File: src/rtl/adder_serial_controller.sv
// ---------------------------------------------------------------------------
// adder_serial_controller
//
// Bit-serial WIDTH-bit adder sequencer. One full-adder slice is built from two
// adder_half_1bit instances and an OR gate. It is reused once per bit, LSB
// first, over WIDTH clock cycles, with the carry held in a flop between bits.
// A host sequencer drives it through a start / busy / done handshake.
//
// Parameters
//   WIDTH      operand and sum width in bits (>= 2)
//
// Ports
//   Clk        input   1      rising-edge clock
//   Reset_n    input   1      asynchronous active-low reset
//   start      input   1      request, accepted only while busy == 0
//   operand_a  input   WIDTH  addend A, sampled on the accept edge
//   operand_b  input   WIDTH  addend B, sampled on the accept edge
//   carry_in   input   1      initial carry, sampled on the accept edge
//   busy       output  1      high while a request is in progress (RUN, DONE)
//   done       output  1      one-cycle pulse when sum/carry_out are fresh
//   sum        output  WIDTH  result, held until the next final-bit edge
//   carry_out  output  1      final carry, held with sum
//   overflow   output  1      (only with SERIAL_ADDER_OVERFLOW_EN) signed
//                             two's-complement overflow, held with sum
//
// Build option
//   SERIAL_ADDER_OVERFLOW_EN  when defined, adds the overflow output.
// ---------------------------------------------------------------------------

module adder_half_1bit (
  input  logic a,
  input  logic b,
  output logic sum,
  output logic carry
);
  assign sum   = a ^ b;
  assign carry = a & b;
endmodule

module adder_serial_controller #(
  parameter int WIDTH = 8
) (
  input  logic             Clk,
  input  logic             Reset_n,
  input  logic             start,
  input  logic [WIDTH-1:0] operand_a,
  input  logic [WIDTH-1:0] operand_b,
  input  logic             carry_in,
  output logic             busy,
  output logic             done,
  output logic [WIDTH-1:0] sum,
  output logic             carry_out
`ifdef SERIAL_ADDER_OVERFLOW_EN
  ,
  output logic             overflow
`endif
);

  localparam int CNT_W = $clog2(WIDTH + 1);
  localparam logic [CNT_W-1:0] LAST_BIT = CNT_W'(WIDTH - 1);

  typedef enum logic [1:0] {
    IDLE = 2'd0,
    RUN  = 2'd1,
    DONE = 2'd2
  } state_t;

  state_t state, state_next;

  logic [WIDTH-1:0] a_sh;
  logic [WIDTH-1:0] b_sh;
  // Holds the WIDTH-1 sum bits produced so far; the final bit comes straight
  // from the slice on the last edge, so a full WIDTH-bit register is not needed.
  logic [WIDTH-2:0] sum_sh;
  logic             carry_q;
  logic [CNT_W-1:0] count;

  logic             accept;
  logic             last_bit;

  logic             ha0_sum, ha0_carry;
  logic             slice_sum, ha1_carry;
  logic             slice_carry;
  logic [WIDTH-1:0] sum_ext;

  // Shared full-adder slice: A[0] + B[0] + carry
  adder_half_1bit u_ha0 (
    .a     (a_sh[0]),
    .b     (b_sh[0]),
    .sum   (ha0_sum),
    .carry (ha0_carry)
  );

  adder_half_1bit u_ha1 (
    .a     (ha0_sum),
    .b     (carry_q),
    .sum   (slice_sum),
    .carry (ha1_carry)
  );

  assign slice_carry = ha0_carry | ha1_carry;

  // New sum bit enters at the MSB; after WIDTH shifts bit 0 sits at the LSB.
  assign sum_ext  = {slice_sum, sum_sh};

  assign accept   = (state == IDLE) && start;
  assign last_bit = (state == RUN) && (count == LAST_BIT);

  // State register
  always_ff @(posedge Clk or negedge Reset_n) begin
    if (!Reset_n) begin
      state <= IDLE;
    end else begin
      state <= state_next;
    end
  end

  // Next-state logic
  always_comb begin
    state_next = state;
    case (state)
      IDLE:    if (start) state_next = RUN;
      RUN:     if (count == LAST_BIT) state_next = DONE;
      DONE:    state_next = IDLE;
      default: state_next = IDLE;
    endcase
  end

  // Handshake outputs
  always_comb begin
    busy = 1'b0;
    done = 1'b0;
    case (state)
      IDLE:    busy = 1'b0;
      RUN:     busy = 1'b1;
      DONE:    begin
        busy = 1'b1;
        done = 1'b1;
      end
      default: busy = 1'b0;
    endcase
  end

  // Serial datapath: operand shift registers, carry flop, bit counter
  always_ff @(posedge Clk or negedge Reset_n) begin
    if (!Reset_n) begin
      a_sh    <= '0;
      b_sh    <= '0;
      sum_sh  <= '0;
      carry_q <= 1'b0;
      count   <= '0;
    end else if (accept) begin
      a_sh    <= operand_a;
      b_sh    <= operand_b;
      carry_q <= carry_in;
      count   <= '0;
    end else if (state == RUN) begin
      a_sh    <= a_sh >> 1;
      b_sh    <= b_sh >> 1;
      sum_sh  <= sum_ext[WIDTH-1:1];
      carry_q <= slice_carry;
      count   <= count + CNT_W'(1);
    end
  end

  // Result registers: only the final-bit edge updates them
  always_ff @(posedge Clk or negedge Reset_n) begin
    if (!Reset_n) begin
      sum       <= '0;
      carry_out <= 1'b0;
    end else if (last_bit) begin
      sum       <= sum_ext;
      carry_out <= slice_carry;
    end
  end

`ifdef SERIAL_ADDER_OVERFLOW_EN
  // On the last bit carry_q is the carry into the MSB, slice_carry the carry out.
  always_ff @(posedge Clk or negedge Reset_n) begin
    if (!Reset_n) begin
      overflow <= 1'b0;
    end else if (last_bit) begin
      overflow <= carry_q ^ slice_carry;
    end
  end
`endif

endmodule
File: config.mk
export PLATFORM = sky130hd
export DESIGN_NAME = adder_serial_controller
export DESIGN_NICKNAME = d
export VERILOG_FILES = /design/src/rtl/adder_serial_controller.sv
export SDC_FILE = /design/constraint.sdc
export NUM_CORES = 1
export LEC_CHECK = 0
export ABC_AREA = 1
export BUFFER_PORTS_ARGS = -buffer_cell sky130_fd_sc_hd__buf_2
export CAP_MARGIN = 5
export CORE_UTILIZATION = 59
export DETAILED_ROUTE_END_ITERATION = 16
export PLACE_DENSITY = 0.87
export SYNTH_ARGS = -nofsm -noshare
export SYNTH_HDL_FRONTEND = slang
export SYNTH_SLANG_ARGS = --single-unit
File: constraint.sdc
create_clock -name Clk -period 2.2 [get_ports Clk]
set_input_delay 0.22 -clock Clk [delete_from_list [all_inputs] [get_ports Clk]]
set_output_delay 0.22 -clock Clk [all_outputs]
set_load 0.01 [all_outputs]
# After elaboration in Yosys (flattened, before gate mapping)
# Index checks and enable logic that the tools add are counted.
# word_totals
regBits,39
in_bits,20
output_inout_bits,11
word_cells,40
# op_classes
addsub,1
eq_ne,5
n_mux,13
bitwise_logic,6
reduce_logical,7
# ops
cell,count
2-to-1 mux 8 bit,4
2-to-1 mux 4 bit,2
"adder 4 x 1 -> 4 bit, second input constant",1
"equality test 4 x 3 -> 1 bit, second input constant",1
2-to-1 mux 1 bit,4
2-to-1 mux 2 bit,2
"inequality test 2 bit, second input constant",2
one-hot mux 2 bit (2 select lines),1
AND reduction 2 bit,2
bitwise AND 1 bit,2
"equality test 2 x 1 -> 1 bit, second input constant",1
"equality test 2 bit, second input constant",1
logical AND 1 bit,2
logical NOT 2 bit,1
nonzero test 2 bit,1
OR reduction 2 bit,1
bitwise XOR 1 bit,2
NOT 1 bit,1
OR 1 bit,1

# Depth between registers and ports, before layout
# depth
word_depth,5
ltp_mapped,8
depth_no_buf,7

# Modules after synthesis
# Synthesis repeated with hierarchy kept, for this count alone.
# hier_totals
hier_cells,199
area_unflattened_um2,1709.1
# by_module_without_submodules
module,n_inst,cells_per_inst,area_each_um2,seq_area_each_um2
adder_serial_controller,1,197,1684.1,975.9
adder_half_1bit,2,1,12.5,0.0

# Least setup slack after synthesis
# Ideal clock, no wire load.
# synth_path
path_type,reg-to-reg
startpoint,register state[1]
endpoint,register count[2]
setup_time_ns,0.120
t_arrival_ns,1.195
t_required_ns,2.080
path_slack_ns,0.885
path_stages_with_launch,8
path_buffers,2
period_less_slack_ns,1.315
path_cell_list,dfrtp_1 inv_1 ha_1 buf_6 inv_2 buf_6 o21ai_0 nor2_1
# synth_via
elab_chain_cells,3
elab_cells_between_ends,5
classes_between,eq/ne (1); mux (1); reduce/logical (3)
# synth_lines
element,line,rtl
start: declaration,68,"state_t state, state_next;"
start signal: assignment,114,state <= state_next;
logical NOT 2 bit,106,assign accept = (state == IDLE) && start;
logical AND 1 bit,106,
2-to-1 mux 4 bit or nonzero test 2 bit (tied branches),-,
end signal: assignment,162,count <= count + CNT_W'(1);
end: declaration,76,logic [CNT_W-1:0] count;
# Parallel ways exist; a longest one is shown, timed or not.
# A chain may end at the register's enable or synchronous reset.

# Worst setup path in the final report
# Ends and elaborated chain as after synthesis.

==> flow_summary.yaml <==
global_routing:
  antenna_found_initial: 0
  grt_pass1_wl_um: 5910
  grt_max_degree: 40
  grt_pass1_vias: 1334
  grt_overflow: 0
  grtUsageTotal: 0.239
finish:
  fin_cells: 260
  synthToLayoutAreaGrowth_pct: 13.8
  final_util: 0.722
  final_layout_size_suffix_gt1_frac: 0.236
  final_cell_mix: "nand2_1 (58), dfrtp_1 (39), buf_2 (30)"
  fillCellCount: 216
  diodes: 0
  layout_commonest_cell: "nand2_1"
  fin_nets: 254
power_and_ir_drop:
  p_leak_nw: 1.05
  ir_drop_uv: 920
  pwr-share-clk: 0.204
  p_comb_frac: 0.377
  p_seq_frac: 0.419
  power_switching_mw: 1.10
  switching_share: 0.379
  p_total_mw: 2.90
  powerDensity_nw_per_um2: 1420
  intPower_mw: 1.80
flow_run:
  maxCapViolations: 0
route:
  drc: 2
  drt-pass1-iter-count: 10
  drt-total-wl_um: 3270
  drtAntennaViolNets: 0
  vias: 1390
  wl_per_cell_um: 12.6
  drt_iter0_markers: 57
  via_per_inst: 5.35
setup_path:
  crit_required_ps: 2440
  startpoint_type: "flop"
  path_cells: "inv_1 -> ha_1 -> inv_2 -> o21ai_0 -> nor2_1"
  path_class: "flop to flop"
  crit_path_end_kind: "flop"
  arrival_ps: 1960
  slowest_stage: "ha_1"
  cp_max_fo: 20
  max_stage_delay_ps: 500
run_status:
  violations: "DRC"
  outcome: "complete, but fails checks"
placed_design:
  hpwlAfterDp_um: 2260
  gp_congestion: 0.793
  portBuffers: 30
  dp.cells: 251
cts:
  cts.reportedPaths.clkPinSlew_ps: 120
  clock_latency_ps: 350
  clockRootBuffer: "clkbuf_4"
  cts_max_level: 2
  cts_tree: "done"
  cts.sinks: 39
  cts_buffers: 5
  postCtsResizedCells: 0
  cts_setup_buffers: 0
  cts_buffer_depth: 2
floorplan:
  num_io_pins: 31
  design.die.area_sq_um: 3270
  start_util: 0.634
  dieWidth_um: 57.1
  placementRows: 19
  die_h_um: 57.1
  core_sq_um: 2830
synthesis:
  yosys.area_share.adder: 0.0460
  ys_ff_latch: 39
  synth_nets: 223
  yosys-top-cells-area: "dfrtp_1 (54%), nand2_1 (12%), nand3_1 (4.5%)"
  synthMuxAreaShare: 0
  ys_types: 18
  syn_area_sq_um: 1790
  ys_seq_area_frac: 0.544
  synthCells: 197
  yosys.area.top_type: "dfrtp_1"
  synth_top_area_share: 0.544
  synthXorXnorAreaFrac: 0
  synth_top_family_by_area: "simple AND/OR/NAND/NOR gates"
  synth_compound_area_frac: 0.110
  synth.avg_cell_area_sq_um: 9.11
  synth-simple-area-share: 0.231
  ys_warn_count: 0
timing:
  period_share: 0.779
  rsz0062_at_grt: "false"
  max_freq_mhz: 584
  finalSetupViolCount: 0
  tns_ps: 0
  fin_skew_ps: 11.6
  finalCriticalPeriod_ps: 1710
  report.final.slew_viol_count: 0
  hold_viol_final: 0
  tightest_slew_ps: 820
  maxSlewHeadroom: 0.453
min_path:
  hold_class: "primary input to flop"
==> metrics by stage <==
step	worst slack (ps)	hold slack (ps)	area, sq um
6_report	487	70.7	2040
5_1_grt	327	61.3	2040
4_1_cts	463	62.0	2040
3_5_place_dp	530	370	1930
3_3_place_gp	573	371	1930
2_1_floorplan	885	-75.6	1790
==> flip-flops by register name, summed over array words and instances, names as in the netlist <==
register and count:
a_sh 8, b_sh 8, sum 8, sum_sh 7, count 4, state 2, carry_out 1, carry_q 1
==> power groups by stage <==
stage / Clock (mW) / Combinational, mW / Sequential (mW)
5_1_grt: 0.629 / 1.26 / 1.25
3_5_place_dp: 0 / 1.09 / 1.23
6_report: 0.591 / 1.09 / 1.21
4_1_cts: 0.598 / 1.11 / 1.21
2_1_floorplan: 0 / 0.857 / 1.22
3_3_place_gp: 0 / 1.04 / 1.21
==> critical path: cells and delay by family (launching register included) <==
kind	cells	cell delay (ps)
AND/OR/NAND/NOR	1	60
buffers and inverters	2	400
AO/OA/AOI/OAI	1	240
adder cells (fa/ha/maj)	1	500
flip-flops	1	400
==> synth_stat cells <==
library cell and instances:
nand2_2 3, o21ai_0 9, fa_1 1, nand3_1 16, o21ai_2 7, dfrtp_1 39, ha_1 5, a21oi_1 1
inv_2 1, nand2_1 58, a21boi_2 1, nor2_1 20, buf_6 4, a31oi_1 12, buf_2 6, inv_1 12
nor2_4 1, nand2_4 1
==> routing by layer <==
layer	vias to the layer above	wire length, um	global-route usage
met5	-	0	0
met4	0	60	0.0732
met3	8	157	0.0703
met2	36	1600	0.398
met1	650	1450	0.304
li1	696	-	-
==> final timing paths <==
kind                                      start                    to  slack [ps]  depth (start not counted)
min in group asynchronous               Reset_n    sum[6]$_DFFE_PN0P_         490                          2
setup / recovery           state[1]$_DFFE_PN0P_  count[2]$_DFFE_PN0P_         490                          5
max in group asynchronous               Reset_n   b_sh[7]$_DFFE_PN0P_        1190                          2
setup reg to reg           state[1]$_DFFE_PN0P_  count[2]$_DFFE_PN0P_         490                          5
hold / removal                     operand_a[7]   a_sh[7]$_DFFE_PN0P_          70                          3
hold reg to reg              sum[7]$_DFFE_PN0P_    sum[7]$_DFFE_PN0P_         480                          2
==> layout make-up <==
type                    instances  area (sq um)  share of cell area
flip-flops and latches         39           976               0.478
repair buffers                 34           183              0.0895
well taps                      31          38.8              0.0190
multi-input cells             135           694               0.340
clock inverters                 2          60.1              0.0294
clock buffers                   6          41.3              0.0202
inverters                      13          48.8              0.0239
==> kinds of logic after synthesis <==
| logic type | after synthesis |
|---|---|
| flip-flops | 39 |
| AO/OA/AOI/OAI | 30 |
| buffers and inverters | 23 |
| AND/OR/NAND/NOR | 99 |
| adder cells (fa/ha/maj) | 6 |
==> repair_timing <==
action | in CTS | in global routing
hold buffers | 1 | 0
hold endpoints to repair | 39 | 0
setup endpoints to repair | 0 | 0
Power figures use the tool's default switching activity.
